**config.mk**
```make
export PLATFORM = sky130hd
export DESIGN_NAME = piso_shift_tx_flat
export DESIGN_NICKNAME = d
export VERILOG_FILES = /design/src/rtl/piso_shift_tx_if.sv /design/src/rtl/piso_shift_tx.sv /design/src/flat_wrapper.sv
export SDC_FILE = /design/constraint.sdc
export NUM_CORES = 1
export LEC_CHECK = 0
export ABC_CLOCK_PERIOD_IN_PS = 1910
export BUFFER_PORTS_ARGS = -buffer_cell sky130_fd_sc_hd__buf_2
export CAP_MARGIN = 20
export CORE_AREA = 2 2 39 41
export DETAILED_ROUTE_END_ITERATION = 10
export DIE_AREA = 0 0 41 43
export SLEW_MARGIN = 15
export SYNTH_ARGS = -nofsm -noshare
export SYNTH_HDL_FRONTEND = slang
export SYNTH_SLANG_ARGS = --single-unit
```
**constraint.sdc**
```tcl
create_clock -name clk -period 1.91 [get_ports clk]
set_input_delay 0.2865 -clock clk [delete_from_list [all_inputs] [get_ports clk]]
set_output_delay 0.2865 -clock clk [all_outputs]
set_load 0.02 [all_outputs]
```
**src/rtl/piso_shift_tx_if.sv**
```systemverilog
// piso_shift_tx_if: load handshake and serial-side outputs of the PISO serializer
interface piso_shift_tx_if #(parameter int WIDTH = 4);
    localparam int CNT_W = $clog2(WIDTH);
    logic             load_valid;
    logic [WIDTH-1:0] load_data;
    logic             load_ready;
    logic             serial_data_out;
    logic             frame_active;
    logic             word_done;
    logic [CNT_W-1:0] bit_index;
    modport master (
        output load_valid, load_data,
        input  load_ready, serial_data_out, frame_active, word_done, bit_index
    );
    modport slave (
        input  load_valid, load_data,
        output load_ready, serial_data_out, frame_active, word_done, bit_index
    );
endinterface

```
**src/rtl/piso_shift_tx.sv**
```systemverilog
// piso_shift_tx: MSB-first parallel-in/serial-out serializer with zero-gap back-to-back words
module piso_shift_tx #(
    parameter int WIDTH = 4
) (
    input logic clk,
    input logic reset,
    piso_shift_tx_if.slave bus
);
    localparam int CNT_W = $clog2(WIDTH);
    typedef enum logic {IDLE, SHIFT} state_t;
    state_t           state, state_n;
    logic [WIDTH-1:0] sreg, sreg_n;
    logic [CNT_W-1:0] cnt, cnt_n;
    logic             last;
    logic             accept;
    assign last = (state == SHIFT) && (cnt == CNT_W'(WIDTH - 1));
    assign bus.load_ready = !reset && (state == IDLE || last);
    assign accept = bus.load_valid && bus.load_ready;
    assign bus.serial_data_out = sreg[WIDTH-1];
    assign bus.frame_active = (state == SHIFT);
    assign bus.word_done = last;
    assign bus.bit_index = cnt;
    // next state: load on accept, else shift; clearing the register after the LSB idles the line at 0
    always_comb begin
        state_n = state;
        sreg_n  = sreg;
        cnt_n   = cnt;
        if (accept) begin
            state_n = SHIFT;
            sreg_n  = bus.load_data;
            cnt_n   = '0;
        end else if (state == SHIFT) begin
            state_n = last ? IDLE : SHIFT;
            sreg_n  = last ? '0 : {sreg[WIDTH-2:0], 1'b0};
            cnt_n   = last ? '0 : cnt + CNT_W'(1);
        end
    end
    // state register with synchronous reset that aborts any word in flight
    always_ff @(posedge clk) begin
        if (reset) begin
            state <= IDLE;
            sreg  <= '0;
            cnt   <= '0;
        end else begin
            state <= state_n;
            sreg  <= sreg_n;
            cnt   <= cnt_n;
        end
    end
endmodule

```
**src/flat_wrapper.sv**
```systemverilog
// flat-port wrapper written by rule: the top's interface ports become plain ports
module piso_shift_tx_flat 
#(
    parameter int WIDTH = 4
)
  (clk, reset, bus_load_valid, bus_load_data, bus_load_ready, bus_serial_data_out, bus_frame_active, bus_word_done, bus_bit_index);
  piso_shift_tx_if #(.WIDTH(WIDTH)) bus_i ();
  input logic clk;
  input logic reset;
  input wire logic [$bits(bus_i.load_valid)-1:0] bus_load_valid;
  input wire logic [$bits(bus_i.load_data)-1:0] bus_load_data;
  output wire logic [$bits(bus_i.load_ready)-1:0] bus_load_ready;
  output wire logic [$bits(bus_i.serial_data_out)-1:0] bus_serial_data_out;
  output wire logic [$bits(bus_i.frame_active)-1:0] bus_frame_active;
  output wire logic [$bits(bus_i.word_done)-1:0] bus_word_done;
  output wire logic [$bits(bus_i.bit_index)-1:0] bus_bit_index;
  assign bus_i.load_valid = bus_load_valid;
  assign bus_i.load_data = bus_load_data;
  assign bus_load_ready = bus_i.load_ready;
  assign bus_serial_data_out = bus_i.serial_data_out;
  assign bus_frame_active = bus_i.frame_active;
  assign bus_word_done = bus_i.word_done;
  assign bus_bit_index = bus_i.bit_index;
  piso_shift_tx #(.WIDTH(WIDTH)) u_core (.clk(clk), .reset(reset), .bus(bus_i));
endmodule
```
# Word-level counts from Yosys, hierarchy flattened
# Index checks and enable logic that the tools add are counted.
[word_totals]
register_bits = 7
input_bits = 7
[classes]
addsub = 1
bitwise_logic = 1
mux = 7
n_reduce_logical = 7
eq_ne = 1
[ops]
columns = ["cell", "count"]
rows = [
  ["2-to-1 mux 4 bit", 3],
  ["logical AND 1 bit", 3],
  ["2-to-1 mux 1 bit", 3],
  ["adder 2 x 1 -> 2 bit (second input constant)", 1],
  ["equality test 2 bit (second input constant)", 1],
  ["2-to-1 mux 2 bit", 1],
  ["nonzero test 2 bit", 1],
  ["OR reduction 2 bit", 1],
  ["logical NOT 1 bit", 1],
  ["logical OR 1 bit", 1],
  ["NOT 1 bit", 1],
]

# Logic depth before layout (Yosys ltp)
[depth]
depth_word = 6
mapped_depth = 4
mapped_depth_nobuf = 4

# Worst setup path before layout
# OpenSTA, ideal clock, no wires.
[synth_path]
path_kind = "reg-to-output"
startpoint = "register u_core.cnt[0] (netlist: u_core.bus.bit_index[0])"
endpoint = "output port bus_load_ready"
n_path_buf = 0
arrival_time_ns = 1.198
stages_incl_launch_ff = 4
setup_slack_ns = 0.426
cell_sequence = "dfxtp_1 ha_1 and2b_4 nor2_1"
[synth_via]
elab_chain_cells = 4
[synth_lines]
columns = ["item", "line_no", "source"]
rows = [
  ["from (decl)", "piso_shift_tx.sv:13", "logic [CNT_W-1:0] cnt, cnt_n;"],
  ["from (signal assigned)", "piso_shift_tx.sv:47", "cnt <= cnt_n;"],
  ["equality test 2 bit", "piso_shift_tx.sv:16", "assign last = (state == SHIFT) && (cnt == CNT_W'(WIDTH - 1));"],
  ["logical AND 1 bit", "piso_shift_tx.sv:16", ""],
  ["logical OR 1 bit", "piso_shift_tx.sv:17", "assign bus.load_ready = !reset && (state == IDLE || last);"],
  ["logical AND 1 bit", "piso_shift_tx.sv:17", ""],
  ["to (decl)", "flat_wrapper.sv:12", "output wire logic [$bits(bus_i.load_ready)-1:0] bus_load_ready;"],
]
# Every way passes these cells.

# Worst setup path in the final report
# Ends and elaborated chain as after synthesis.

==> impl_metrics.toml <==
[clock_network]
cts_tree = "yes"
cts_resized = 0
htreeDepth = 1
insertion_delay_ns = 0.25
numCtsBuffers = 3
root_buffer = "clkbuf_4"
clock_path_buffers = 2
cts.sinks = 7
path_clk_slew_ns = 0.05
cts_setup_buffers = 0
hold_buffers = 0

[global_route]
grt_overflow_total = 0
track_usage_pct = 9.05
gr-max-usage-layer = "met1"
grt_max_degree = 11
grt_first_pass_wirelength_um = 1060
use_met3_pct = 1.57
use_met2_pct = 10.6
antenna_found_initial = 0
grt_util_met1_pct = 13.2
first_global_vias = 250

[timing]
hold_viol = 0
period_minus_slack_ns = 1.61
relSlewSlack_pct = 80.2
maxSlewViolCount = 0
tns_ns = 0
setup_viol = 0
layout_setup_ws_ns = 0.298
rsz0062_at_grt = "false"
fmax_ghz = 0.620
whs_ns = 0.262
tightest_slew_ns = 0.296
fin_skew_ns = 0.00150
period_share_pct = 84.4

[placement]
place_area_um2 = 405
dp_cells = 62
place_ws_ns = 0.563
place.gp.congestion = 0.679
dp_hpwl_um = 524
io_buffers = 12

[power]
clock_power_share_pct = 38.7
switchingPower_uw = 89.7
p_per_area_mw_per_mm2 = 805
leakagePower_uw = 0.000200
switching_share_pct = 25.8
p_int_uw = 258
p_seq_share_pct = 46.6
ir_worst_vdd_mv = 0.214
power_frac_comb_pct = 14.8

[critical_path]
crit_slowest_cell = "dfxtp_1"
end_kind = "output pin"
cp_num_buf_inv = 1
path_cells = "ha_1 -> and2b_4 -> nor2_1 -> buf_2"
max_stage_delay_ns = 0.33
path_class = "flop to output pin"
crit_arrival_ns = 1.33
crit_family = "simple AND/OR/NAND/NOR gates"
critical_path.max_fanout = 6
cp_data_required_time_ns = 1.62
critPathLaunchType = "flop"

[finish]
drive_gt1_share_pct = 34.0
stdcell_area_um2 = 432
layout_common_cells = "12 x buf_2, 8 x nor2_1, 7 x dfxtp_1"
diodes = 0
multi_input_area_um2 = 185
area_growth_pct = 27.8
nNetsFinal = 59
nFillCells = 155
fin_cells = 66
regArea_um2 = 140
layout_commonest_cell = "buf_2"

[logic_synthesis]
syn-cell-area_um2 = 338
synthCells = 36
yosysSeqAreaShare_pct = 41.5
synthDominantCellAreaShare_pct = 41.5
synth_area_leaders = "dfxtp_1 41%, a221o_1 8.9%, nor2_1 8.9%"
synth_seq_cells = 7
avgSynthCellArea_um2 = 9.38
synth_nets = 44
synth_top_area_cell = "dfxtp_1"
synth-warning-count = 0
ys_types = 19

[floorplanning]
die-area_mm2 = 0.00176
core_area_mm2 = 0.00138
rows = 14
io_pins = 13
start_util_pct = 24.4
fp.dieW_um = 41
die_h_um = 43

[detailed_routing]
post_drt_via_cell_ratio = 4.35
routedWlPerCell_um = 10.5
drc = 0
ant_nets = 0
drt_iter0_drc = 1
num_vias = 287
first_pass_iters = 4
routed_wl_um = 695

[outcome]
outcome = "finished clean"

[min_path]
hold_class = "primary input to flop"

[flow_run]
drv_cap = 0
[layout make-up]
| type | count | share of cell area (%) |
|---|---|---|
| multi-input cells | 27 | 42.9 |
| well taps | 16 | 4.64 |
| flip-flops and latches | 7 | 32.5 |
| repair buffers | 12 | 13.9 |
| clock buffers | 4 | 6.09 |
[cells in the mapped netlist, drive strengths merged]
cell type	n
buf	2
a221o	3
a32oi	1
and3b	1
a21oi	1
nor4b	1
nor2b	2
ha	1
nor2	8
mux2i	1
nand3	1
nor3b	2
and2	2
nand2	1
and2b	1
o21a	1
dfxtp	7
[registers in the layout, indices dropped and copies added, names as in the netlist]
register	count
u_core.bus.bit_index	2
u_core.bus.frame_active	1
u_core.sreg	4
[through the flow]
step	util, %	total power, µW
after floorplan	-	200
after global placement	29.3	216
after detailed placement	29.3	217
after CTS	31.2	353
after global routing	31.2	370
final	31.2	347
[worst paths after layout]
path / startpoint / to / slack [ns] / cells after the start
worst max register to register: u_core.bus.bit_index[0]$_SDFFE_PP0P_ / u_core.sreg[1]$_SDFFE_PP0P_ / 0.56 / 4
worst min register to register: u_core.bus.bit_index[1]$_SDFFE_PP0P_ / u_core.bus.bit_index[1]$_SDFFE_PP0P_ / 0.52 / 2
worst max-delay path: u_core.bus.bit_index[0]$_SDFFE_PP0P_ / bus_load_ready / 0.30 / 4
worst min-delay path: bus_load_data[3] / u_core.sreg[3]$_SDFFE_PP0P_ / 0.26 / 2
[power by group through the flow]
stage                     Clock [µW]  Sequential, µW  Combinational, µW
after detailed placement           0             165               51.8
after global routing             151             163               56.8
after global placement             0             164               51.7
after CTS                        139             161               51.9
after floorplan                    0             170               30.6
final                            134             162               51.3
[per-layer routing]
metal	share of wire (%)	vias to the layer above
met2	45	9
li1	-	155
met4	0	0
met3	6.3	0
met1	49	123
met5	0	-
[kinds of logic (layout without fill, tap and decap cells)]
group | Yosys count | in the layout | synth area share [%]
flip-flops | 7 | 7 | 41.5
adder cells (fa/ha/maj) | 1 | 1 | 3.70
buffers and inverters | 2 | 16 | 3.70
multiplexers | 1 | 1 | 2.96
AO/OA/AOI/OAI | 6 | 6 | 15.2
AND/OR/NAND/NOR | 19 | 19 | 33.0
(Power assumes the default switching activity.)
